<file path="src/rtl/uart_rx_pkg.sv">
// uart_rx_pkg: shared constants and state encoding for the UART Rx bit timer.
package uart_rx_pkg;
  localparam int DIV_MIN_DEFAULT = 8;
  localparam int FRAME_8N1 = 10;
  typedef enum logic {IDLE, RUN} state_t;
endpackage

</file>
<file path="src/rtl/uart_rx_majority3.sv">
// uart_rx_majority3: remembers the two previous rx cycles and votes 2-of-3 with the live rx.
module uart_rx_majority3 (
  input  logic clk,
  input  logic reset_n,
  input  logic rx,
  output logic vote
);
  logic [1:0] sh;
  always_ff @(posedge clk) begin
    if (!reset_n) sh <= '0;
    else sh <= {sh[0], rx};
  end
  assign vote = (sh[1] & sh[0]) | (sh[1] & rx) | (sh[0] & rx);
endmodule

</file>
<file path="src/rtl/uart_rx_bit_timer.sv">
// uart_rx_bit_timer: mid-bit sampling strobe generator with frame tracking and start-bit check.
// Defining UART_RX_MAJORITY_EN replaces the single mid-bit sample with a 2-of-3 vote.
module uart_rx_bit_timer
  import uart_rx_pkg::*;
#(
  parameter int DIV_WIDTH = 16,
  parameter int IDX_WIDTH = 4,
  parameter int DIV_MIN   = DIV_MIN_DEFAULT
) (
  input  logic                 clk,
  input  logic                 reset_n,
  input  logic [DIV_WIDTH-1:0] baud_div,
  input  logic [IDX_WIDTH-1:0] frame_bits,
  input  logic                 start_detected,
  input  logic                 rx,
  output logic                 sampling_strobe,
  output logic                 sample_bit,
  output logic [IDX_WIDTH-1:0] bit_index,
  output logic                 frame_done,
  output logic                 start_error,
  output logic                 busy
);
  state_t state, state_d;
  logic [DIV_WIDTH-1:0] div_q, cnt, div_in;
  logic [IDX_WIDTH-1:0] nbits_q, idx, nbits_in;
  logic tick, last, false_start, sampled, stop;
`ifdef UART_RX_MAJORITY_EN
  uart_rx_majority3 u_vote (.clk(clk), .reset_n(reset_n), .rx(rx), .vote(sampled));
`else
  assign sampled = rx;
`endif
  assign div_in   = (baud_div < DIV_WIDTH'(DIV_MIN)) ? DIV_WIDTH'(DIV_MIN) : baud_div;
  assign nbits_in = (frame_bits < IDX_WIDTH'(2)) ? IDX_WIDTH'(2) : frame_bits;
  always_comb begin
    tick        = (state == RUN) && (cnt == div_q - DIV_WIDTH'(1));
    last        = idx == nbits_q - IDX_WIDTH'(1);
    false_start = (idx == '0) && sampled;
    stop        = tick && (last || false_start);
    state_d     = state;
    if (state == IDLE) state_d = start_detected ? RUN : IDLE;
    else state_d = stop ? IDLE : RUN;
  end
  always_ff @(posedge clk) begin
    if (!reset_n) begin
      state           <= IDLE;
      div_q           <= '0;
      nbits_q         <= '0;
      cnt             <= '0;
      idx             <= '0;
      sampling_strobe <= 1'b0;
      sample_bit      <= 1'b0;
      bit_index       <= '0;
      frame_done      <= 1'b0;
      start_error     <= 1'b0;
      busy            <= 1'b0;
    end else begin
      state           <= state_d;
      sampling_strobe <= tick;
      frame_done      <= tick && last;
      start_error     <= tick && false_start;
      if (tick) begin
        sample_bit <= sampled;
        bit_index  <= idx;
      end
      // Starting half a bit in places the first strobe at mid-start-bit.
      if (state == IDLE && start_detected) begin
        div_q   <= div_in;
        nbits_q <= nbits_in;
        cnt     <= div_in >> 1;
        idx     <= '0;
        busy    <= 1'b1;
      end else if (state == RUN) begin
        cnt <= tick ? '0 : cnt + 1'b1;
        if (tick) idx <= idx + 1'b1;
        if (stop) busy <= 1'b0;
      end
    end
  end
endmodule

</file>
<file path="config.mk">
export PLATFORM = sky130hd
export DESIGN_NAME = uart_rx_bit_timer
export DESIGN_NICKNAME = d
export VERILOG_FILES = /design/src/rtl/uart_rx_pkg.sv /design/src/rtl/uart_rx_majority3.sv /design/src/rtl/uart_rx_bit_timer.sv
export SDC_FILE = /design/constraint.sdc
export NUM_CORES = 1
export LEC_CHECK = 0
export ABC_AREA = 1
export CAP_MARGIN = 20
export CORE_UTILIZATION = 35
export DETAILED_ROUTE_END_ITERATION = 10
export PLACE_DENSITY = 0.58
export SLEW_MARGIN = 30
export SYNTH_ARGS = -nofsm -noshare
export SYNTH_HDL_FRONTEND = slang
export SYNTH_SLANG_ARGS = --single-unit
</file>
<file path="constraint.sdc">
create_clock -name clk -period 2.32 [get_ports clk]
set_input_delay 0.464 -clock clk [delete_from_list [all_inputs] [get_ports clk]]
set_output_delay 0.464 -clock clk [all_outputs]
set_load 0.005 [all_outputs]
</file>
# ---- After elaboration in Yosys (flattened, before gate mapping)
# Cells that the tools add are included.
dict set report op_classes {
  addsub 4
  order_cmp 2
  n_eq_ne 2
  mux 11
  n_bitwise 2
  n_reduce_logical 13
}
# op n
set ops {}
lappend ops {{$mux 16} 2}
lappend ops {{$mux 15} 2}
lappend ops {{$add 16x1->16 const B} 1}
lappend ops {{$eq 16x16->1} 1}
lappend ops {{$lt 16x4->1 const B} 1}
lappend ops {{$sub 16x1->16 const B} 1}
lappend ops {{$logic_and 1x1->1} 6}
lappend ops {{$mux 1} 6}
lappend ops {{$add 4x1->4 const B} 1}
lappend ops {{$eq 4x4->1} 1}
lappend ops {{$logic_not 4->1} 1}
lappend ops {{$lt 4x2->1 const B} 1}
lappend ops {{$mux 4} 1}
lappend ops {{$reduce_and 2->1} 2}
lappend ops {{$reduce_bool 2->1} 2}
lappend ops {{$sub 4x1->4 const B} 1}
lappend ops {{$not 1->1} 2}
lappend ops {{$reduce_or 2->1} 1}
lappend ops {{$logic_or 1x1->1} 1}
dict set report word_totals {
  regBits 50
}

# ---- Depth between registers and ports, before layout
# Gate-level depths: netlist (run 1).
dict set report logic_depth {
  ltp_word 7
  mapped_depth 15
}

# ---- Least setup slack after synthesis (run 1)
# OpenSTA, ideal clock, no wires.
dict set report synth_timing {
  kind {register to register}
  start {register div_q[0]}
  end {register idx[0]}
  setup_time_ns 0.066
  arrival_time_ns 1.727
  required_time_ns 2.254
  slack_ns 0.527
  stages_incl_launch_ff 14
  n_path_buf 1
  path_cell_list {dfxtp_1 -> inv_1 -> ha_1 -> nand2_2 -> nor2_4 -> nand3_1 -> nand2_2 -> inv_2 -> nor3_4 -> nand3_2 -> buf_6 -> nand2_2 -> nand2_2 -> a21oi_2}
}
dict set report synth_via {
  elab_chain_cells 4
}
# element line
set synth_rtl {}
lappend synth_rtl {{from (decl)} uart_rx_bit_timer.sv:24} ;# logic [DIV_WIDTH-1:0] div_q, cnt, div_in;
lappend synth_rtl {{from (signal assigned)} uart_rx_bit_timer.sv:67} ;# div_q <= div_in;
lappend synth_rtl {{$sub 16x1->16} uart_rx_bit_timer.sv:35} ;# tick = (state == RUN) && (cnt == div_q - DIV_WIDTH'(1));
lappend synth_rtl {{$eq 16x16->1} uart_rx_bit_timer.sv:35}
lappend synth_rtl {{$logic_and 1x1->1} uart_rx_bit_timer.sv:35}
lappend synth_rtl {{$reduce_and 2->1 (no source line)} --}
lappend synth_rtl {{to (signal assigned)} uart_rx_bit_timer.sv:74} ;# if (tick) idx <= idx + 1'b1;
lappend synth_rtl {{to (decl)} uart_rx_bit_timer.sv:25} ;# logic [IDX_WIDTH-1:0] nbits_q, idx, nbits_in;
# No other way between the ends.
# A chain may end at the register's enable or synchronous reset.

# ---- Final worst setup path (run 1)
dict set report layout_timing {
  start {register div_q[0]}
  end {register idx[3]}
}
# Same word-level chain as after synthesis.

==> results of run 1 <==
==> layout by cell type (no fill, tap or decap), types with 8 or more instances in the layout <==
| master | instances |
|---|---|
| xor2_1 | 13 |
| buf_4 | 15 |
| nand4_1 | 12 |
| nand3_1 | 35 |
| nand2_2 | 9 |
| clkdlybuf4s50_1 | 32 |
| nand2_1 | 148 |
| nor2_1 | 60 |
| dfxtp_1 | 50 |
| a21oi_1 | 28 |
| xnor2_1 | 13 |
| o21ai_0 | 29 |
| nor2_2 | 8 |
| inv_1 | 62 |
==> Yosys cell counts <==
| cell | n |
|---|---|
| o21bai_1 | 1 |
| dfxtp_1 | 50 |
| nor2_1 | 62 |
| nand3_1 | 35 |
| a21oi_2 | 1 |
| ha_1 | 5 |
| buf_2 | 6 |
| buf_1 | 1 |
| nor2_8 | 1 |
| o311ai_0 | 1 |
| nand2_1 | 149 |
| nor3_4 | 2 |
| clkinv_1 | 1 |
| xor2_1 | 13 |
| nor3b_1 | 3 |
| nand3b_1 | 3 |
| nand4_1 | 12 |
| nand2_2 | 9 |
| nor2_2 | 7 |
| nor3_2 | 1 |
| a21oi_1 | 28 |
| nor2_4 | 4 |
| inv_1 | 63 |
| and2_1 | 1 |
| clkbuf_1 | 8 |
| xnor2_1 | 13 |
| nand3_2 | 2 |
| o22ai_1 | 7 |
| nor3_1 | 6 |
| buf_6 | 1 |
| o21ai_0 | 29 |
| inv_2 | 1 |
==> path summary, 6_finish.rpt <==
| path | to | slack [ns] | start |
|---|---|---|---|
| max | idx[3] | 0.20 | div_q[0] |
| min | bit_index[2] | 0.47 | bit_index[2] |
| max reg2reg | idx[3] | 0.20 | div_q[0] |
| min reg2reg | bit_index[2] | 0.47 | bit_index[2] |
==> through the flow <==
stage	cell area, um2	instances	power, mW	utilization
floorplan	3320	526	1.40	-
global placement	3770	662	1.58	0.410
detailed placement	3770	662	1.58	0.410
CTS	3880	670	2.23	0.422
global route	3980	677	2.39	0.432
finish	3980	677	2.25	0.432
==> worst max-delay path, stage by stage, from the launching register on <==
cell     delay [ns]
dfxtp_1        0.33
inv_2          0.10
ha_2           0.24
nand2_4        0.10
nor2_4         0.16
nand3_1        0.10
nand2_2        0.11
inv_2          0.05
nor2_1         0.10
nand2_1        0.10
nor2_4         0.23
buf_4          0.16
nand4_1        0.10
a21oi_1        0.15
==> cells by family after synthesis <==
kind of cell,count (synthesis)
AO/OA/AOI/OAI,67
XOR/XNOR,26
adder cells (fa/ha/maj),5
buffers and inverters,81
flip-flops,50
AND/OR/NAND/NOR,297
==> metal layers <==
metal  part of all wire  vias to the layer above  wire (um)  global-route usage
li1                   -                     1750          -                   -
met1               0.46                     1570       4470               0.256
met2               0.48                       70       4690               0.368
met3              0.038                       12        365              0.0253
met4              0.016                        0        156              0.0600
met5                  0                        -          0                   0
==> flip-flops by register name (all words and copies together), names as in the netlist <==
name	count
busy	1
state	1
nbits_q	4
div_q	16
bit_index	4
cnt	16
idx	4
sampling_strobe	1
sample_bit	1
start_error	1
frame_done	1
==> power by group <==
part           switching [mW]  leakage [nW]  internal (mW)
registers              0.0584         0.409          0.900
logic                   0.404          1.24          0.238
clock network           0.324        0.0504          0.321
==> cell type report <==
cell class	instances	area [um2]	share of cell area
Clock buffer	5	68.8	0.0173
Sequential cell	50	1000	0.252
Timing Repair Buffer	47	433	0.109
Inverter	65	244	0.0614
Tap cell	111	139	0.0349
Clock inverter	3	45.0	0.0113
Multi-Input combinational cell	396	2040	0.514
==> what timing repair did <==
action                     in CTS  in global routing
buffers inserted                0                  6
resized for setup               0                 10
setup endpoints to repair       0                 20
==> impl_metrics.env, run 1 <==
export IMPL_status="finished, final reports clean"
export IMPL_via_count=3402
export IMPL_syn_num_nets=555
export IMPL_max_slew_margin_rel=0.680
export IMPL_final_nets=594
export IMPL_antenna_cells=0
export IMPL_die_w_um=99.3
export IMPL_htree_num_levels=2
export IMPL_synthSimpleGateAreaFrac=0.408
export IMPL_setup_violations=0
export IMPL_fp_dieH_um=99.3
export IMPL_worst_slack_ns=0.204
export IMPL_setup_tns_ns=0
export IMPL_cts_root_buf="clkbuf_8"
export IMPL_drt_total_wl_um=9690
export IMPL_critical_path_class="flop to flop"
export IMPL_synth_cell_types=32
export IMPL_crit_required_ns=2.57
export IMPL_min_path_type="flop to flop"
export IMPL_clk_pin_slew_worst_paths_ns=0.11
export IMPL_yosys_register_bits=50
export IMPL_gp_congestion=0.833
export IMPL_antenna_found_initial=0
export IMPL_synth_area_leader_cell="dfxtp_1"
export IMPL_drv_cap=0
export IMPL_dp_hpwl_um=7180
export IMPL_std_cell_rows=35
export IMPL_syn_avg_cell_area_um2=6.30
export IMPL_muxShareOfSynthArea=0
export IMPL_gr_total_overflow=0
export IMPL_clockBufferDepth=2
export IMPL_clock_fmax_ghz=0.473
export IMPL_start_util=0.361
export IMPL_p_leak_nw=1.70
export IMPL_dr_pass1_iters=5
export IMPL_io_pins=33
export IMPL_worst_ir_drop_vdd_mv=0.256
export IMPL_grt_max_degree=31
export IMPL_grt_pass1_vias=3275
export IMPL_pre_cts_slack_ns=0.0302
export IMPL_min_period_ns=2.12
export IMPL_synth_warnings=0
export IMPL_core_mm2=0.00920
export IMPL_cp_end_kind="flop"
export IMPL_holdWs_ns=0.472
export IMPL_cts_made_buffers=5
export IMPL_crit_arrival_ns=2.37
export IMPL_worst_setup_path_start_kind="flop"
export IMPL_vias_per_cell=5.03
export IMPL_netlist_instances=526
export IMPL_syn_to_final_growth_pct=19.9
export IMPL_ff2ff_path_depth=13
export IMPL_drive_above_1_share=0.102
export IMPL_cp_max_fo=8
export IMPL_remaining_drc_errors=0
export IMPL_ant_nets=0
export IMPL_clock_skew_ns=0.0153
export IMPL_whs_path_depth=2
export IMPL_wl_per_cell_um=14.3
export IMPL_io_buffers=32
export IMPL_synth_xor_area_frac=0.0687
export IMPL_rsz0062_at_grt="false"
export IMPL_yosysTopAreaCellShare=0.302
export IMPL_synth_top_family_by_area="simple AND/OR/NAND/NOR gates"
export IMPL_clock_sinks=50
export IMPL_synthAdderAreaFrac=0.0189
export IMPL_nFillCells=988
export IMPL_synth_compound_area_share=0.107
export IMPL_slew_viol_final=0
export IMPL_die_area_mm2=0.00987
export IMPL_syn_cell_area_mm2=0.00332
export IMPL_clock_latency_ns=0.32
export IMPL_drtIter0Drc=246
export IMPL_fin_crit_sh=0.912
export IMPL_p_per_area_mw_per_mm2=565
export IMPL_yosysSeqAreaShare=0.302
export IMPL_cts_tree="done"
export IMPL_synth_area_top_cells="dfxtp_1 (30%), nand2_1 (17%), inv_1 (7.1%)"
export IMPL_grt_pass1_wl_um=15900
export IMPL_finalHoldViolations=0
export IMPL_worst_pin_slew_ns=0.476
export IMPL_grt_use_total=0.205
export IMPL_hold_buffers=0
Note: power is estimated with default switching activity, not from simulation.
==> inputs of run 2 (changes only) <==
--- a/config.mk
+++ b/config.mk
@@ -5,11 +5,10 @@
 export SDC_FILE = /design/constraint.sdc
 export NUM_CORES = 1
 export LEC_CHECK = 0
-export ABC_AREA = 1
 export CAP_MARGIN = 20
 export CORE_UTILIZATION = 35
 export DETAILED_ROUTE_END_ITERATION = 10
-export PLACE_DENSITY = 0.58
+export PLACE_DENSITY = 0.59
 export SLEW_MARGIN = 30
 export SYNTH_ARGS = -nofsm -noshare
 export SYNTH_HDL_FRONTEND = slang
==> impl_metrics.env, run 2 <==
export IMPL_cts_root_buf="clkbuf_8"
export IMPL_grt_pass1_wl_um=14900
export IMPL_synthFlopType="dfxtp_1"
export IMPL_grt_pass1_vias=2968
export IMPL_cp_end_kind="flop"
export IMPL_synth_area_top_cells="dfxtp_1 (33%), nand2_1 (8.0%), mux2i_1 (7.0%)"
export IMPL_worst_ir_drop_vdd_mv=0.342
export IMPL_drv_cap=0
export IMPL_rsz0062_at_grt="true"
export IMPL_layout_common_cells="nand2_1 (64), buf_4 (59), dfxtp_1 (49)"
export IMPL_dp_hpwl_um=6810
export IMPL_hold_buffers=0
export IMPL_cp_slowest_cell="or4_4"
export IMPL_synth_edff_count=0
export IMPL_p_leak_nw=1.59
export IMPL_gr_total_overflow=0
export IMPL_final_nets=470
export IMPL_io_buffers=32
export IMPL_worst_pin_slew_ns=0.572
export IMPL_yosys_register_bits=50
export IMPL_crit_required_ns=2.49
export IMPL_min_period_ns=2.59
export IMPL_core_mm2=0.00826
export IMPL_gp_congestion=0.880
export IMPL_worst_slack_ns=-0.268
export IMPL_numPlacedInstances=536
export IMPL_synth_area_leader_cell="dfxtp_1"
export IMPL_drt_total_wl_um=9140
export IMPL_grt_use_total=0.218
export IMPL_design_area_mm2=0.00422
export IMPL_clock_fmax_ghz=0.386
export IMPL_critical_path_class="flop to flop"
export IMPL_top_regs="cnt (16), div_q (16)"
export IMPL_syn_avg_cell_area_um2=8.23
export IMPL_min_path_type="flop to flop"
export IMPL_antenna_found_initial=0
export IMPL_syn_num_nets=392
export IMPL_die_area_mm2=0.00891
export IMPL_clockBufferDepth=2
export IMPL_syn_cell_area_mm2=0.00299
export IMPL_wl_per_cell_um=16.7
export IMPL_clock_sinks=50
export IMPL_io_pins=33
export IMPL_critical_path_max_stage_delay_ns=0.57
export IMPL_violations="negative setup slack"
export IMPL_cp_max_fo=6
export IMPL_synth_most_common_cell="nand2_1"
export IMPL_status="finished, violations left"
export IMPL_nFillCells=802
export IMPL_synthArstFlopShare=0
export IMPL_cts_made_buffers=5
export IMPL_syn_to_final_growth_pct=41.3
export IMPL_drtIter0Drc=142
export IMPL_p_per_area_mw_per_mm2=537
export IMPL_vias_per_cell=5.44
export IMPL_fp_dieH_um=94.4
export IMPL_cts_tree="done"
export IMPL_worst_setup_path_start_kind="flop"
export IMPL_slew_viol_final=0
export IMPL_path_common_cell="nor4_4"
export IMPL_netlist_instances=363
export IMPL_yosys_top_cells_count="nand2_1 (64), dfxtp_1 (50), a21oi_1 (23)"
export IMPL_max_slew_margin_rel=0.618
export IMPL_htree_num_levels=2
export IMPL_ant_nets=0
export IMPL_holdWs_ns=0.462
export IMPL_yosysTopAreaCellShare=0.335
export IMPL_grt_max_degree=25
export IMPL_remaining_drc_errors=0
export IMPL_setup_tns_ns=-5.46
export IMPL_antenna_cells=0
export IMPL_setup_violations=30
export IMPL_drive_above_1_share=0.251
export IMPL_die_w_um=94.4
export IMPL_dr_pass1_iters=4
export IMPL_clock_latency_ns=0.31
export IMPL_fin_cells=547
export IMPL_std_cell_rows=33
export IMPL_start_util=0.362
export IMPL_clock_skew_ns=0.0110
export IMPL_yosysSeqAreaShare=0.335
export IMPL_clk_pin_slew_worst_paths_ns=0.09
export IMPL_crit_chain="or4_4 > or3_4 > nor4_4 > o221ai_4 > nor4_4 > buf_4 > clkbuf_16 > o32ai_1"
export IMPL_synth_warnings=0
export IMPL_via_count=2973
export IMPL_finalHoldViolations=0
export IMPL_synth_cell_types=51
export IMPL_fin_crit_sh=1.12
export IMPL_dpl_cell_area_mm2=0.00389
export IMPL_crit_arrival_ns=2.76
export IMPL_layout_commonest_cell="nand2_1"
==> run 2: cell count changes in the layout (fill, tap and decap cells not counted), moves of 21 or more <==
| cell | previous run | this run |
|---|---|---|
| nand2_1 | 148 | 64 |
| inv_1 | 62 | 11 |
| nor2_1 | 60 | 13 |
| buf_4 | 15 | 59 |
| o21ai_0 | 29 | 4 |
| mux2i_1 | 0 | 21 |
==> run 2: area by class of cell <==
| cell class | count | area [um2] | area share |
|---|---|---|---|
| Clock buffer | 6 | 72.6 | 0.0172 |
| Clock inverter | 2 | 37.5 | 0.00889 |
| Inverter | 12 | 45.0 | 0.0107 |
| Multi-Input combinational cell | 277 | 2100 | 0.498 |
| Sequential cell | 50 | 1000 | 0.237 |
| Tap cell | 105 | 131 | 0.0311 |
| Timing Repair Buffer | 95 | 831 | 0.197 |
==> run 2: what timing repair did <==
item / in CTS / in global routing
endpoints found under the setup margin: 30 / 30
gates resized for setup: 11 / 19
gates cloned: 0 / 2
pin swaps: 2 / 5
buffers inserted: 0 / 1
==> run 2: layer usage <==
layer	share of wire	vias to the layer above	track usage
met5	0	-	0
li1	-	1463	-
met1	0.44	1416	0.272
met4	0.014	0	0.0474
met2	0.49	84	0.379
met3	0.054	10	0.0483
==> run 2: path summary, 6_finish.rpt <==
check                           slack (ns)          to  cells after the start        from
worst max-delay path                 -0.27      cnt[7]                      8    div_q[5]
worst min-delay path                  0.46  sample_bit                      2  sample_bit
worst max register to register       -0.27      cnt[7]                      8    div_q[5]
worst min register to register        0.46  sample_bit                      2  sample_bit
==> run 2: per-stage QoR <==
step / setup WS [ns] / utilization / total power [mW]
floorplan: -0.216 / - / 1.32
global placement: -0.160 / 0.471 / 1.56
detailed placement: -0.235 / 0.471 / 1.58
CTS: -0.201 / 0.493 / 2.24
global route: -0.304 / 0.512 / 2.39
finish: -0.268 / 0.512 / 2.27
==> run 2: critical path, delay by kind of cell (launching register included) <==
kind	cells	cell delay, ns
buffers and inverters	2	0.35
AO/OA/AOI/OAI	2	0.23
flip-flops	1	0.33
AND/OR/NAND/NOR	4	1.54
==> run 2: kinds of logic (layout without fill, tap and decap cells) <==
group                      count (synthesis)  after routing  share of synthesized area
buffers and inverters                     36            115                     0.0523
and+or+nand+nor                          153            153                      0.266
adders and majority gates                  5              5                     0.0209
AOI/OAI and AO/OA                         62             62                      0.146
DFF                                       50             50                      0.335
muxes                                     21             21                     0.0703
xor gates and xnor gates                  36             36                      0.110
==> run 2: where the power goes <==
part	switching [mW]	internal, mW	total, mW
logic	0.350	0.340	0.690
clock network	0.307	0.322	0.629
registers	0.0479	0.902	0.950
==> inputs of run 3 (changes only) <==
--- a/config.mk
+++ b/config.mk
@@ -6,6 +6,7 @@
 export NUM_CORES = 1
 export LEC_CHECK = 0
 export CAP_MARGIN = 20
+export CORE_MARGIN = 3
 export CORE_UTILIZATION = 35
 export DETAILED_ROUTE_END_ITERATION = 10
 export PLACE_DENSITY = 0.59
==> constraint.sdc (replaced) <==
create_clock -name clk -period 2.88 [get_ports clk]
set_input_delay 0.576 -clock clk [delete_from_list [all_inputs] [get_ports clk]]
set_output_delay 0.576 -clock clk [all_outputs]
set_load 0.005 [all_outputs]
==> impl_metrics.env, run 3 (synthesis results as in run 2) <==
export IMPL_status="finished, final reports clean"
export IMPL_layout_common_cells="nand2_1 (64), dfxtp_1 (50), clkdlybuf4s50_1 (32)"
export IMPL_remaining_drc_errors=0
export IMPL_grt_max_degree=25
export IMPL_p_seq_frac=0.451
export IMPL_clock_sinks=50
export IMPL_cp_max_fo=8
export IMPL_ant_nets=0
export IMPL_cts_tree="done"
export IMPL_critical_path_max_stage_delay_ns=0.59
export IMPL_final_util=0.431
export IMPL_drv_cap=0
export IMPL_p_clk_frac=0.344
export IMPL_htree_num_levels=2
export IMPL_vias_per_cell=5.48
export IMPL_grt_pass1_wl_um=13600
export IMPL_worst_ir_drop_vdd_mv=0.257
export IMPL_intPower_mw=1.24
export IMPL_slew_viol_final=0
export IMPL_drt_total_wl_um=8160
export IMPL_crit_chain="or4_4 > or3_4 > nor4_4 > o221ai_2 > or4_4 > a41o_1"
export IMPL_crit_required_ns=3.10
export IMPL_clock_skew_ns=0.00830
export IMPL_die_area_mm2=0.00969
export IMPL_path_common_cell="or4_4"
export IMPL_max_slew_margin_rel=0.634
export IMPL_core_mm2=0.00826
export IMPL_min_period_ns=2.68
export IMPL_clock_fmax_ghz=0.373
export IMPL_setup_violations=0
export IMPL_min_path_type="flop to flop"
export IMPL_clockBufferDepth=2
export IMPL_clk_pin_slew_worst_paths_ns=0.10
export IMPL_die_w_um=98.4
export IMPL_layout_commonest_cell="nand2_1"
export IMPL_io_pins=33
export IMPL_dr_pass1_iters=4
export IMPL_cp_slowest_cell="or4_4"
export IMPL_syn_to_final_growth_pct=19.0
export IMPL_via_count=2709
export IMPL_antenna_cells=0
export IMPL_fp_dieH_um=98.4
export IMPL_cts_root_buf="clkbuf_8"
export IMPL_critical_path_class="flop to flop"
export IMPL_top_regs="cnt (16), div_q (16)"
export IMPL_fin_crit_sh=0.930
export IMPL_p_per_area_mw_per_mm2=490
export IMPL_io_buffers=32
export IMPL_antenna_found_initial=0
export IMPL_wl_per_cell_um=16.5
export IMPL_clock_latency_ns=0.31
export IMPL_crit_arrival_ns=2.89
export IMPL_cp_end_kind="flop"
export IMPL_hold_buffers=0
export IMPL_start_util=0.362
export IMPL_grt_use_total=0.173
export IMPL_cp_top_family="simple AND/OR/NAND/NOR gates"
export IMPL_drive_above_1_share=0.0720
export IMPL_grt_pass1_vias=2657
export IMPL_cp_buffers_inverters=0
export IMPL_cts_made_buffers=5
export IMPL_std_cell_rows=33
export IMPL_drtIter0Drc=117
export IMPL_final_nets=417
export IMPL_setup_tns_ns=0
export IMPL_rsz0062_at_grt="false"
export IMPL_worst_setup_path_start_kind="flop"
export IMPL_p_leak_nw=1.26
export IMPL_pwr_share_comb=0.205
export IMPL_switchingPower_mw=0.499
export IMPL_finalHoldViolations=0
export IMPL_worst_pin_slew_ns=0.535
export IMPL_gp_congestion=0.830
export IMPL_gr_total_overflow=0
export IMPL_worst_slack_ns=0.201
export IMPL_dp_hpwl_um=6200
export IMPL_pre_cts_slack_ns=0.174
export IMPL_swShare=0.287
[run 3: layout make-up]
class | instances | area [um2]
Fill cell | 837 | 4700
Multi-Input combinational cell | 277 | 1830
Sequential cell | 50 | 1000
Timing Repair Buffer | 42 | 408
Tap cell | 105 | 131
Clock buffer | 5 | 68.8
Clock inverter | 3 | 68.8
Inverter | 12 | 45.0
[run 3: repair_timing]
| action | in CTS | in global routing |
|---|---|---|
| resized for setup | 0 | 1 |
| endpoints found under the setup margin | 0 | 2 |
| buffers inserted | 0 | 0 |
[run 3: stage by stage]
step / std cells / cell area (um2) / hold slack, ns / power, mW
final: 494 / 3560 / 0.464 / 1.74
after global placement: 486 / 3420 / 0.447 / 1.15
after detailed placement: 486 / 3420 / 0.449 / 1.15
after CTS: 494 / 3550 / 0.470 / 1.76
after global routing: 494 / 3560 / 0.483 / 1.82
after floorplan: 363 / 2990 / 0.448 / 1.04
[run 3: power by group through the flow]
stage	sequential (mW)	combinational, mW	clock (mW)
6_report	0.785	0.356	0.600
5_1_grt	0.792	0.396	0.637
4_1_cts	0.785	0.356	0.615
3_5_place_dp	0.801	0.354	0
3_3_place_gp	0.800	0.349	0
2_1_floorplan	0.769	0.268	0
[run 3: path summary, 6_finish.rpt]
kind / start / to / slack (ns) / cells past startpoint
worst min-delay path: bit_index[1] / bit_index[1] / 0.46 / 2
worst min register to register: bit_index[1] / bit_index[1] / 0.46 / 2
worst max-delay path: div_q[6] / cnt[1] / 0.20 / 6
worst max register to register: div_q[6] / cnt[1] / 0.20 / 6
[run 3: tightest hold or removal path, cell delays in order (launching register included)]
cell and delay, ns:
dfxtp_1 0.32, nand2_1 0.05, mux2i_1 0.05
[run 3: routing by layer]
metal / wire length (um) / track usage / up-vias
li1: - / - / 1350
met1: 3700 / 0.233 / 1268
met2: 3790 / 0.285 / 83
met3: 559 / 0.0340 / 8
met4: 112 / 0.0431 / 0
met5: 0 / 0 / -
